### src/rtl/alu_arbiter_if.sv
// rtl/alu_arbiter_if.sv - requester, shared-ALU and response signals of the ALU arbiter
interface alu_arbiter_if;
    // requester 0
    logic        req0_valid;
    logic        req0_ready;
    logic [3:0]  req0_cmd;
    logic [31:0] req0_first;
    logic [31:0] req0_second;
    logic        req0_set_flags;
    // requester 1
    logic        req1_valid;
    logic        req1_ready;
    logic [3:0]  req1_cmd;
    logic [31:0] req1_first;
    logic [31:0] req1_second;
    logic        req1_set_flags;
    // shared ALU
    logic [31:0] alu_first;
    logic [31:0] alu_second;
    logic [3:0]  alu_exe_cmd;
    logic [3:0]  alu_sr;
    logic [31:0] alu_result;
    logic [3:0]  alu_status;
    // response and held status
    logic        rsp_valid;
    logic        rsp_ready;
    logic        rsp_id;
    logic [31:0] rsp_result;
    logic [3:0]  rsp_status;
    logic        rsp_err;
    logic [3:0]  sr;

    modport slave (
        input  req0_valid, req0_cmd, req0_first, req0_second, req0_set_flags,
        input  req1_valid, req1_cmd, req1_first, req1_second, req1_set_flags,
        input  alu_result, alu_status, rsp_ready,
        output req0_ready, req1_ready,
        output alu_first, alu_second, alu_exe_cmd, alu_sr,
        output rsp_valid, rsp_id, rsp_result, rsp_status, rsp_err, sr
    );

    modport master (
        output req0_valid, req0_cmd, req0_first, req0_second, req0_set_flags,
        output req1_valid, req1_cmd, req1_first, req1_second, req1_set_flags,
        output alu_result, alu_status, rsp_ready,
        input  req0_ready, req1_ready,
        input  alu_first, alu_second, alu_exe_cmd, alu_sr,
        input  rsp_valid, rsp_id, rsp_result, rsp_status, rsp_err, sr
    );
endinterface

### src/rtl/alu_arbiter.sv
// rtl/alu_arbiter.sv - round-robin arbiter sharing one combinational ALU between two requesters
module alu_arbiter #(
    parameter logic [3:0] SR_RESET = 4'b0000
) (
    input  logic        clk,
    input  logic        rst,
    alu_arbiter_if.slave bus
);
    typedef enum logic [1:0] {IDLE, EXEC, RESP} state_t;

    state_t      r_state;
    logic        r_ptr;
    logic [3:0]  r_cmd;
    logic [31:0] r_first;
    logic [31:0] r_second;
    logic        r_set_flags;
    logic        r_id;
    logic [3:0]  r_sr;
    logic        r_rsp_valid;
    logic        r_rsp_id;
    logic [31:0] r_rsp_result;
    logic [3:0]  r_rsp_status;
    logic        r_rsp_err;

    logic        w_any_valid;
    logic        w_grant_id;
    logic        w_grant;
    logic        w_exec;
    logic        w_legal;

    // the pointer only breaks ties; a lone requester always wins
    assign w_any_valid = bus.req0_valid | bus.req1_valid;
    assign w_grant_id  = (bus.req0_valid & bus.req1_valid) ? r_ptr : bus.req1_valid;
    assign w_grant     = (r_state == IDLE) & ~rst & w_any_valid;

    assign bus.req0_ready = w_grant & ~w_grant_id;
    assign bus.req1_ready = w_grant &  w_grant_id;

    // ALU operands are only live while executing so the ALU sees quiet inputs otherwise
    assign w_exec          = (r_state == EXEC);
    assign bus.alu_first   = w_exec ? r_first  : 32'd0;
    assign bus.alu_second  = w_exec ? r_second : 32'd0;
    assign bus.alu_exe_cmd = w_exec ? r_cmd    : 4'd0;
    assign bus.alu_sr      = r_sr;

    assign w_legal = (r_cmd >= 4'd1) && (r_cmd <= 4'd9);

    assign bus.rsp_valid  = r_rsp_valid;
    assign bus.rsp_id     = r_rsp_id;
    assign bus.rsp_result = r_rsp_result;
    assign bus.rsp_status = r_rsp_status;
    assign bus.rsp_err    = r_rsp_err;
    assign bus.sr         = r_sr;

    // grant / execute / respond sequencer with the held status register
    always_ff @(posedge clk) begin
        if (rst) begin
            r_state      <= IDLE;
            r_ptr        <= 1'b0;
            r_cmd        <= 4'd0;
            r_first      <= 32'd0;
            r_second     <= 32'd0;
            r_set_flags  <= 1'b0;
            r_id         <= 1'b0;
            r_sr         <= SR_RESET;
            r_rsp_valid  <= 1'b0;
            r_rsp_id     <= 1'b0;
            r_rsp_result <= 32'd0;
            r_rsp_status <= 4'd0;
            r_rsp_err    <= 1'b0;
        end else begin
            case (r_state)
                IDLE: begin
                    if (w_any_valid) begin
                        r_cmd       <= w_grant_id ? bus.req1_cmd       : bus.req0_cmd;
                        r_first     <= w_grant_id ? bus.req1_first     : bus.req0_first;
                        r_second    <= w_grant_id ? bus.req1_second    : bus.req0_second;
                        r_set_flags <= w_grant_id ? bus.req1_set_flags : bus.req0_set_flags;
                        r_id        <= w_grant_id;
                        r_ptr       <= ~w_grant_id;
                        r_state     <= EXEC;
                    end
                end
                EXEC: begin
                    r_rsp_id    <= r_id;
                    r_rsp_valid <= 1'b1;
                    if (w_legal) begin
                        r_rsp_result <= bus.alu_result;
                        r_rsp_status <= bus.alu_status;
                        r_rsp_err    <= 1'b0;
                        if (r_set_flags) begin
                            r_sr <= bus.alu_status;
                        end
                    end else begin
                        r_rsp_result <= 32'd0;
                        r_rsp_status <= 4'd0;
                        r_rsp_err    <= 1'b1;
                    end
                    r_state <= RESP;
                end
                RESP: begin
                    if (bus.rsp_ready) begin
                        r_rsp_valid <= 1'b0;
                        r_state     <= IDLE;
                    end
                end
                default: begin
                    r_state <= IDLE;
                end
            endcase
        end
    end
endmodule

### src/flat_wrapper.sv
// flat-port wrapper written by rule: the top's interface ports become plain ports
module alu_arbiter_flat 
#(
    parameter logic [3:0] SR_RESET = 4'b0000
)
  (clk, rst, bus_req0_valid, bus_req0_cmd, bus_req0_first, bus_req0_second, bus_req0_set_flags, bus_req1_valid, bus_req1_cmd, bus_req1_first, bus_req1_second, bus_req1_set_flags, bus_alu_result, bus_alu_status, bus_rsp_ready, bus_req0_ready, bus_req1_ready, bus_alu_first, bus_alu_second, bus_alu_exe_cmd, bus_alu_sr, bus_rsp_valid, bus_rsp_id, bus_rsp_result, bus_rsp_status, bus_rsp_err, bus_sr);
  alu_arbiter_if bus_i ();
  input  logic clk;
  input  logic rst;
  input wire logic [$bits(bus_i.req0_valid)-1:0] bus_req0_valid;
  input wire logic [$bits(bus_i.req0_cmd)-1:0] bus_req0_cmd;
  input wire logic [$bits(bus_i.req0_first)-1:0] bus_req0_first;
  input wire logic [$bits(bus_i.req0_second)-1:0] bus_req0_second;
  input wire logic [$bits(bus_i.req0_set_flags)-1:0] bus_req0_set_flags;
  input wire logic [$bits(bus_i.req1_valid)-1:0] bus_req1_valid;
  input wire logic [$bits(bus_i.req1_cmd)-1:0] bus_req1_cmd;
  input wire logic [$bits(bus_i.req1_first)-1:0] bus_req1_first;
  input wire logic [$bits(bus_i.req1_second)-1:0] bus_req1_second;
  input wire logic [$bits(bus_i.req1_set_flags)-1:0] bus_req1_set_flags;
  input wire logic [$bits(bus_i.alu_result)-1:0] bus_alu_result;
  input wire logic [$bits(bus_i.alu_status)-1:0] bus_alu_status;
  input wire logic [$bits(bus_i.rsp_ready)-1:0] bus_rsp_ready;
  output wire logic [$bits(bus_i.req0_ready)-1:0] bus_req0_ready;
  output wire logic [$bits(bus_i.req1_ready)-1:0] bus_req1_ready;
  output wire logic [$bits(bus_i.alu_first)-1:0] bus_alu_first;
  output wire logic [$bits(bus_i.alu_second)-1:0] bus_alu_second;
  output wire logic [$bits(bus_i.alu_exe_cmd)-1:0] bus_alu_exe_cmd;
  output wire logic [$bits(bus_i.alu_sr)-1:0] bus_alu_sr;
  output wire logic [$bits(bus_i.rsp_valid)-1:0] bus_rsp_valid;
  output wire logic [$bits(bus_i.rsp_id)-1:0] bus_rsp_id;
  output wire logic [$bits(bus_i.rsp_result)-1:0] bus_rsp_result;
  output wire logic [$bits(bus_i.rsp_status)-1:0] bus_rsp_status;
  output wire logic [$bits(bus_i.rsp_err)-1:0] bus_rsp_err;
  output wire logic [$bits(bus_i.sr)-1:0] bus_sr;
  assign bus_i.req0_valid = bus_req0_valid;
  assign bus_i.req0_cmd = bus_req0_cmd;
  assign bus_i.req0_first = bus_req0_first;
  assign bus_i.req0_second = bus_req0_second;
  assign bus_i.req0_set_flags = bus_req0_set_flags;
  assign bus_i.req1_valid = bus_req1_valid;
  assign bus_i.req1_cmd = bus_req1_cmd;
  assign bus_i.req1_first = bus_req1_first;
  assign bus_i.req1_second = bus_req1_second;
  assign bus_i.req1_set_flags = bus_req1_set_flags;
  assign bus_i.alu_result = bus_alu_result;
  assign bus_i.alu_status = bus_alu_status;
  assign bus_i.rsp_ready = bus_rsp_ready;
  assign bus_req0_ready = bus_i.req0_ready;
  assign bus_req1_ready = bus_i.req1_ready;
  assign bus_alu_first = bus_i.alu_first;
  assign bus_alu_second = bus_i.alu_second;
  assign bus_alu_exe_cmd = bus_i.alu_exe_cmd;
  assign bus_alu_sr = bus_i.alu_sr;
  assign bus_rsp_valid = bus_i.rsp_valid;
  assign bus_rsp_id = bus_i.rsp_id;
  assign bus_rsp_result = bus_i.rsp_result;
  assign bus_rsp_status = bus_i.rsp_status;
  assign bus_rsp_err = bus_i.rsp_err;
  assign bus_sr = bus_i.sr;
  alu_arbiter #(.SR_RESET(SR_RESET)) u_core (.clk(clk), .rst(rst), .bus(bus_i));
endmodule
### config.mk
export PLATFORM = sky130hd
export DESIGN_NAME = alu_arbiter_flat
export DESIGN_NICKNAME = d
export VERILOG_FILES = /design/src/rtl/alu_arbiter_if.sv /design/src/rtl/alu_arbiter.sv /design/src/flat_wrapper.sv
export SDC_FILE = /design/constraint.sdc
export NUM_CORES = 1
export LEC_CHECK = 0
export CORE_MARGIN = 5
export CORE_UTILIZATION = 43
export CTS_BUF_LIST = sky130_fd_sc_hd__clkbuf_2
export CTS_CLUSTER_DIAMETER = 60
export DETAILED_ROUTE_END_ITERATION = 6
export PLACE_DENSITY = 0.86
export SLEW_MARGIN = 0
export SYNTH_ARGS = -nofsm -noshare
export SYNTH_HDL_FRONTEND = slang
export SYNTH_SLANG_ARGS = --single-unit
### constraint.sdc
create_clock -name clk -period 2.57 [get_ports clk]
set_clock_uncertainty 0.15 [all_clocks]
set_input_delay 0.514 -clock clk [delete_from_list [all_inputs] [get_ports clk]]
set_output_delay 0.514 -clock clk [all_outputs]
set_load 0.02 [all_outputs]
; ---- Word-level counts from Yosys, hierarchy flattened
; Index checks and enable logic that the tools add are counted.
[totals]
register_bits = 116
inputBits = 179
output_inout_bits = 117
word_cells = 50
[classes]
order_cmp = 2
eq_ne = 4
muxes = 16
n_bitwise = 8
n_reduce_logical = 7
[ops]
columns = operator, count
row1 = two-way mux 32 bit, 5
row2 = two-way mux 4 bit, 3
row3 = one-hot mux 2 bit (3 select lines), 1
row4 = AND reduction 2 bit, 3
row5 = AND 1 bit, 5
row6 = greater-or-equal comparator 4 x 1 -> 1 bit (second input constant), 1
row7 = <= comparator 4 bit (second input constant), 1
row8 = two-way mux 1 bit, 4
row9 = two-way mux 2 bit, 2
row10 = AND reduction 3 bit, 1
row11 = == test 2 x 1 -> 1 bit (second input constant), 1
row12 = == test 2 bit (second input constant), 1
row13 = zero test 2 bit, 1
row14 = inequality test 2 x 1 -> 1 bit (second input constant), 1
row15 = inequality test 2 bit (second input constant), 1
row16 = inverter 1 bit, 2
row17 = one-hot mux 1 bit (2 select lines), 1
row18 = nonzero test 2 bit, 1
row19 = logical AND 1 bit, 1
row20 = OR 1 bit, 1

; ---- Depth between registers and ports, before layout
[depth]
depth_word = 4
depth_mapped = 5
mapped_depth_nobuf = 3

; ---- Worst setup path after synthesis
; Ideal clock, no wire load.
[synth_path]
path_type = input to output
start = in bus_req0_valid
end = out bus_req0_ready
t_arrival_ns = 1.539
t_required_ns = 1.906
setup_slack_ns = 0.367
path_stages = 4
n_path_buf = 2
path_cell_list = a21bo_2 -> buf_2 -> buf_1 -> nor3_1
[synth_between]
elab_chain_len = 4
word_cells_on_any_way = 6
cone_classes = mux (1) / bitwise (5)
[synth_rtl]
columns = item, line
row1 = "start, declared", flat_wrapper.sv:10  ; input wire logic [$bits(bus_i.req0_valid)-1:0] bus_req0_valid;
row2 = AND 1 bit, alu_arbiter.sv:33  ; assign w_grant_id = (bus.req0_valid & bus.req1_valid) ? r_ptr : bus.req1_valid;
row3 = two-way mux 1 bit, alu_arbiter.sv:33
row4 = inverter 1 bit, alu_arbiter.sv:36  ; assign bus.req0_ready = w_grant & ~w_grant_id;
row5 = AND 1 bit *, alu_arbiter.sv:36
row6 = "end, declared", flat_wrapper.sv:23  ; output wire logic [$bits(bus_i.req0_ready)-1:0] bus_req0_ready;
; Mark *: on every way between the ends. The rest lies on a longest branch, timed or not.

; ---- Final worst setup path
[layout_path]
start = reg u_core.r_state[0]
end = out bus_req1_ready
[layout_between]
elab_chain_len = 4
[layout_rtl]
columns = item, line
row1 = "start, declared", alu_arbiter.sv:11  ; state_t r_state;
row2 = "start signal, assigned", alu_arbiter.sv:58  ; r_state <= IDLE;
row3 = "start signal, assigned", alu_arbiter.sv:81  ; r_state <= EXEC;
row4 = "start signal, assigned", alu_arbiter.sv:99  ; r_state <= RESP;
row5 = zero test 2 bit, alu_arbiter.sv:34  ; assign w_grant = (r_state == IDLE) & ~rst & w_any_valid;
row6 = AND 1 bit (2 in series), alu_arbiter.sv:34
row7 = AND 1 bit, alu_arbiter.sv:37  ; assign bus.req1_ready = w_grant & w_grant_id;
row8 = "end, declared", flat_wrapper.sv:24  ; output wire logic [$bits(bus_i.req1_ready)-1:0] bus_req1_ready;
; Every way passes these cells.

==> impl_metrics.yaml <==
timing:
  drv_slew: 0
  relSlewSlack: 0.495
  final.min_clock_period_ps: 2480
  tns_ps: 0
  max_freq_mhz: 404
  finalCritPeriodShare: 0.964
  finalHoldViolCount: 0
  tightest_slew_ps: 758
  setup_viol: 0
  rsz0062_at_grt: "yes"
power_and_ir_drop:
  leakagePower_uw: 0.00331
  seqPwrFrac: 0.449
  p_sw_frac: 0.308
  peakVddDrop_v: 0.000243
  clkPwrFrac: 0.265
  power.density_mw_per_mm2: 515
  intPower_uw: 3160
  pwr-share-comb: 0.286
  power.switching_uw: 1410
layout:
  multi_input_area_sq_mm: 0.00274
  areaGrowthSynthToFinish_pct: 66.0
  seqCellArea_sq_mm: 0.00233
  fin_nets: 1047
  fillCellCount: 926
  final_util: 0.731
  post-route-cell-area_sq_mm: 0.00886
  drive_above_1_share: 0.203
grt:
  grt_usage: 0.266
  antenna_found_initial: 2
  grt_start_max_net_pins: 71
  grt_pass1_wl_mm: 31.1
  grt.overflow.total: 0
  grt_pass1_vias: 6103
placed_design:
  io_buffers: 295
  hpwl_mm: 14.7
  place.gp.congestion: 0.844
  place_area_sq_mm: 0.00839
drt:
  firstDrtPassIters: 6
  postRouteAntennaNets: 0
  wl_per_cell_um: 20.3
  drcViolationCount: 0
  drt_iter0_markers: 709
  drt_wl_total_mm: 21.3
  vias_per_cell: 5.83
  vias: 6126
logic_synthesis:
  ys_seq_area_frac: 0.435
  avgSynthCellArea_sq_um: 8.95
  netlist_instances: 596
  yosysUniqueCellTypes: 41
  syn-num-nets: 775
  yosys.area.top_type: "dfxtp_1"
  yosys_warnings: 0
  synth_ff_type: "dfxtp_1"
  synthesis.area_sq_mm: 0.00534
  synth_edf_count: 0
  ys_top_cells_by_area: "dfxtp_1 44%, a221o_1 8.4%, and2_1 7.9%, nor4b_1 7.6%, nand3_1 4.3%"
  synth-seq-cells: 116
  yosysMostFrequentCell: "dfxtp_1"
  synthArstFlopShare: 0
  synth_top_area_share: 0.435
  synth_common_cells: "116 x dfxtp_1, 67 x and2_1, 46 x nand3_1, 46 x nor4b_1, 45 x a221o_1"
clocking:
  insertion_delay_ps: 620
  clkSinkCount: 116
  root_buffer: "clkbuf_2"
  clock_path_buffers: 2
  clkSlewWorstSetupHoldPaths_ps: 170
  cts_tree: "yes"
  cts_htree_levels: 4
  cts_made_buffers: 17
setup_path:
  cp_max_fo: 7
  path_class: "reg2out"
  critPathCaptureType: "primary output"
  worst_setup_path_start_kind: "flip-flop"
  cp.arrival_ps: 1810
  worstPathRequired_ps: 1910
floorplanning:
  num_rows: 40
  fp.dieArea_sq_mm: 0.0147
  pin_count: 296
  coreArea_sq_mm: 0.0121
  die_h_um: 121
  die_width_um: 121
  start_util: 0.440
status:
  status: "finished, final reports clean"
job:
  maxCapViolCount: 0
min_path:
  hp-class: "in2reg"
[placed cells by master, fill, tap and decap left out, drive strengths merged, types with 2 or more instances in the layout]
master and instances:
dfxtp 116, bufinv 3, o21ai 25, nand4 36
nor2b 2, and2 68, nand2 38, nor4b 46
nor3 3, or3b 2, a21oi 40, buf 99
nor2 5, mux2i 4, a221o 46, clkinv 9
nand2b 5, clkdlybuf4s50 224, clkbuf 23, or2 2
a31oi 23, or2b 5, nand3 46
[cell families after synthesis]
| logic type | count (synthesis) | synth area share |
|---|---|---|
| AO/OA/AOI/OAI | 139 | 0.183 |
| multiplexers | 4 | 0.00750 |
| buffers and inverters | 75 | 0.0704 |
| flip-flops | 116 | 0.435 |
| AND/OR/NAND/NOR | 262 | 0.304 |
[state kept, by name, indices dropped and copies added, names as in the netlist]
name                   count
u_core.bus.rsp_result     32
u_core.r_first            32
u_core.r_second           32
u_core.bus.alu_sr          4
u_core.bus.rsp_status      4
u_core.r_cmd               4
u_core.r_state             2
u_core.bus.rsp_err         1
u_core.bus.rsp_id          1
u_core.bus.rsp_valid       1
u_core.r_id                1
u_core.r_ptr               1
u_core.r_set_flags         1
[worst paths after layout]
kind	slack, ps	to	start	cells past startpoint
hold reg to reg	310	u_core.bus.rsp_status[1]	u_core.bus.rsp_status[1]	2
setup reg to reg	570	u_core.r_second[29]	u_core.r_state[0]	5
hold / removal	290	u_core.bus.rsp_result[22]	bus_alu_result[22]	3
setup / recovery	90	bus_req1_ready	u_core.r_state[0]	4
[final cells by class]
type                            instances  share of cell area
Timing Repair Buffer                  328               0.377
Multi-Input combinational cell        405               0.310
Sequential cell                       116               0.263
Tap cell                              168              0.0237
Clock inverter                         13              0.0158
Clock buffer                           19              0.0107
Antenna cell                            1            0.000283
[power by group through the flow]
stage	Combinational, uW	Clock [uW]	Sequential, uW
3_3_place_gp	1160	0	2070
3_5_place_dp	1190	0	2080
5_1_grt	1380	1320	2060
4_1_cts	1210	1240	2040
6_report	1300	1210	2050
2_1_floorplan	578	0	2090
[metrics by stage]
| step | std cells | total power (uW) | worst slack, ps | hold slack, ps |
|---|---|---|---|---|
| 2_1_floorplan | 596 | 2670 | 367 | 282 |
| 3_3_place_gp | 1009 | 3230 | -319 | 287 |
| 3_5_place_dp | 1009 | 3270 | -310 | 292 |
| 4_1_cts | 1045 | 4490 | -143 | 235 |
| 5_1_grt | 1050 | 4760 | -68.8 | 218 |
| 6_report | 1050 | 4560 | 93.6 | 288 |
[worst max-delay path, cell delays in order, from the launching register on]
cell     delay (ps)
dfxtp_2         360
buf_4           150
or3b_4          390
nor3_4          150
buf_6           150
[what timing repair did]
| action | CTS | global route |
|---|---|---|
| endpoints found under the setup margin | 69 | 60 |
| gates resized for setup | 255 | 164 |
| gates cloned | 2 | 4 |
| hold buffers | 0 | 0 |
| pin swaps | 0 | 6 |
| setup buffers | 2 | 0 |
[routing by layer]
layer  part of all wire  GRT usage
met4              0.036      0.111
met2               0.49      0.470
met5            0.00061          0
met3               0.11     0.0932
met1               0.36      0.287
(Power assumes the default switching activity.)
==> RTL change: new RTL, config.mk and constraints unchanged <==
Re-encode `state_t` (3 states) as one-hot, 3 bits wide.
--- a/src/rtl/alu_arbiter.sv
+++ b/src/rtl/alu_arbiter.sv
@@ -8,3 +8,3 @@
 );
-    typedef enum logic [1:0] {IDLE, EXEC, RESP} state_t;
+    typedef enum logic [2:0] {IDLE = 3'b001, EXEC = 3'b010, RESP = 3'b100} state_t;
 
Formal check against the unedited RTL: same outputs for any inputs over 4 cycles, from zero or initial values and one cycle with rst high; so few cycles prove little.
==> RTL change against the unedited design <==
- the run now ends with negative setup slack left
- worst setup slack lost 0.10 ns
- sequential cell count grew 1
- sequential share of layout area grew 0.98 points
- worst hold slack gained 0.014 ns
- final area shrank 2.6%
- synthesized area shrank 9.3%
- wire length shrank 11%
- total power shrank 2.6%
- largest cell class unchanged
==> RTL change: results (changes against the unedited design) <==
- The half-perimeter wire length after detailed placement is 13,090 microns (-11%).
- The buffer share of cell area came to 0.3896 (+0.01250).
- The number of gates resized after cts is 424 (+66%).
- The internal power contribution was 3251 uW (+3.0%).
- The endpoint arrival time on the critical path is 1.91 ns (+0.10 ns).
- The number of multi-input combinational cells in the layout is 289 (-29%).
- The cell count after placement is 861 (-15%).
- The number of global-route vias before repair is 5,208 (-15%).
- The clock-cell share of area is 0.03439 (+0.007827).
- The routability congestion estimate from global placement is 0.8820 (+4.5%).
- The setup fix buffers added after clock tree synthesis is 9 (+7).
- The number of DRC markers in iteration 0 is 330 (-53%).
- The non-clock inverter count in the final layout is 4 (+4).
- The run finished, with violations left.
- The count of buffers not belonging to the clock network in the layout came to 325 (-0.91%).
- The multiplexer share of the synthesized area is 0.008277 (+0.0007726).
- The clock network latency to the later pin of the worst-skew pair is 0.64 ns (+0.02 ns).
- The transition time of the tightest slew-check pin came to 0.7794 ns (+0.02137 ns).
- The first-pass GRT wire length is 27,570 microns (-11%).
- The share of the yosys chip area belonging to registers is 0.4842 (+0.04895).
- The count of filler cells inserted in the layout is 682 (-26%).
- The share of the final layout cell area in multi-input gates is 0.2808 (-0.02879).
- By count the netlist is led by sky130_fd_sc_hd__dfxtp_1 (117), sky130_fd_sc_hd__and2_1 (70), sky130_fd_sc_hd__and3_1 (70).
- The net count reported at finish is 933 (-11%).
- The cell area reported after detailed placement is 7918 sq um (-5.7%).
- The number of standard cells in the layout, taps in and fillers out came to 909 (-13%).
- The count of endpoints failing setup in the final report is 1 (+1).
- The least setup slack across all paths after layout is -0.007295 ns (-0.1009 ns).
- The power density over the cells is 515.5 nW/um^2 (about the same).
- In the post-synthesis netlist, the biggest area contributors are sky130_fd_sc_hd__dfxtp_1 (48%), sky130_fd_sc_hd__a221o_1 (14%), sky130_fd_sc_hd__and2_1 (9.1%).
- The overall die area was 13,470 sq um (-8.6%).
- The worst IR drop on VDD is 0.3190 mV (+31%).
- The detailed-router iteration count before antenna repair is 7 (+1).
- The diode insertion count for antenna repair was 2 (+1).
- The sequential cell area share is 0.2726 (+0.009848).
- The checks that failed: negative setup slack.
- The count of clock tree sinks is 117 (+0.86%).
- The routed length per placed instance was 20.87 microns (+2.9%).
- The static power due to leakage is 0.003767 uW (+14%).
- The largest fanout on the critical path is 11 (+4).
==> RTL change: power by group through the flow <==
stage          combinational [uW]  clock, uW  sequential (uW)
4_1_cts                       900       1470             2070
6_report                      923       1440             2080
5_1_grt                       989       1560             2100
3_3_place_gp                  821          0             2100
3_5_place_dp                  851          0             2100
2_1_floorplan                 387          0             2090
==> RTL change: worst max-delay path, cell delays in order, from the launching register on <==
cell	delay, ns
sky130_fd_sc_hd__dfxtp_4	0.39
sky130_fd_sc_hd__nor3b_4	0.19
sky130_fd_sc_hd__buf_6	0.16
sky130_fd_sc_hd__buf_6	0.13
sky130_fd_sc_hd__buf_16	0.13
sky130_fd_sc_hd__and2_1	0.15
sky130_fd_sc_hd__buf_6	0.13
==> RTL change: metrics by stage <==
step	hold slack [ns]	TNS, ns	power, uW
floorplan	0.2764	0	2476
global placement	0.2901	-0.3593	2918
detailed placement	0.2917	-3.363	2951
CTS	0.2428	-2.494	4441
global route	0.2332	-6.930	4647
finish	0.3013	-0.007295	4445
==> RTL change: per-layer routing <==
layer,GRT usage,routed length (microns)
met1,0.2856,6745
met4,0.1284,784
met3,0.09452,1907
met5,0,0
met2,0.4653,9531
==> RTL change: final timing paths <==
path                                  startpoint                           endpoint  slack, ns  cells past startpoint
setup / recovery  u_core.r_state[2]$_SDFFE_PP0P_                   bus_alu_first[7]     -0.007                      6
hold / removal                 bus_alu_status[1]  u_core.bus.alu_sr[1]$_SDFFE_PP0P_       0.30                      3
setup reg to reg  u_core.r_state[1]$_SDFFE_PP0P_   u_core.r_second[31]$_SDFFE_PP0P_       0.37                      5
hold reg to reg         u_core.r_id$_SDFFE_PP0P_     u_core.bus.rsp_id$_SDFFE_PP0P_       0.31                      2
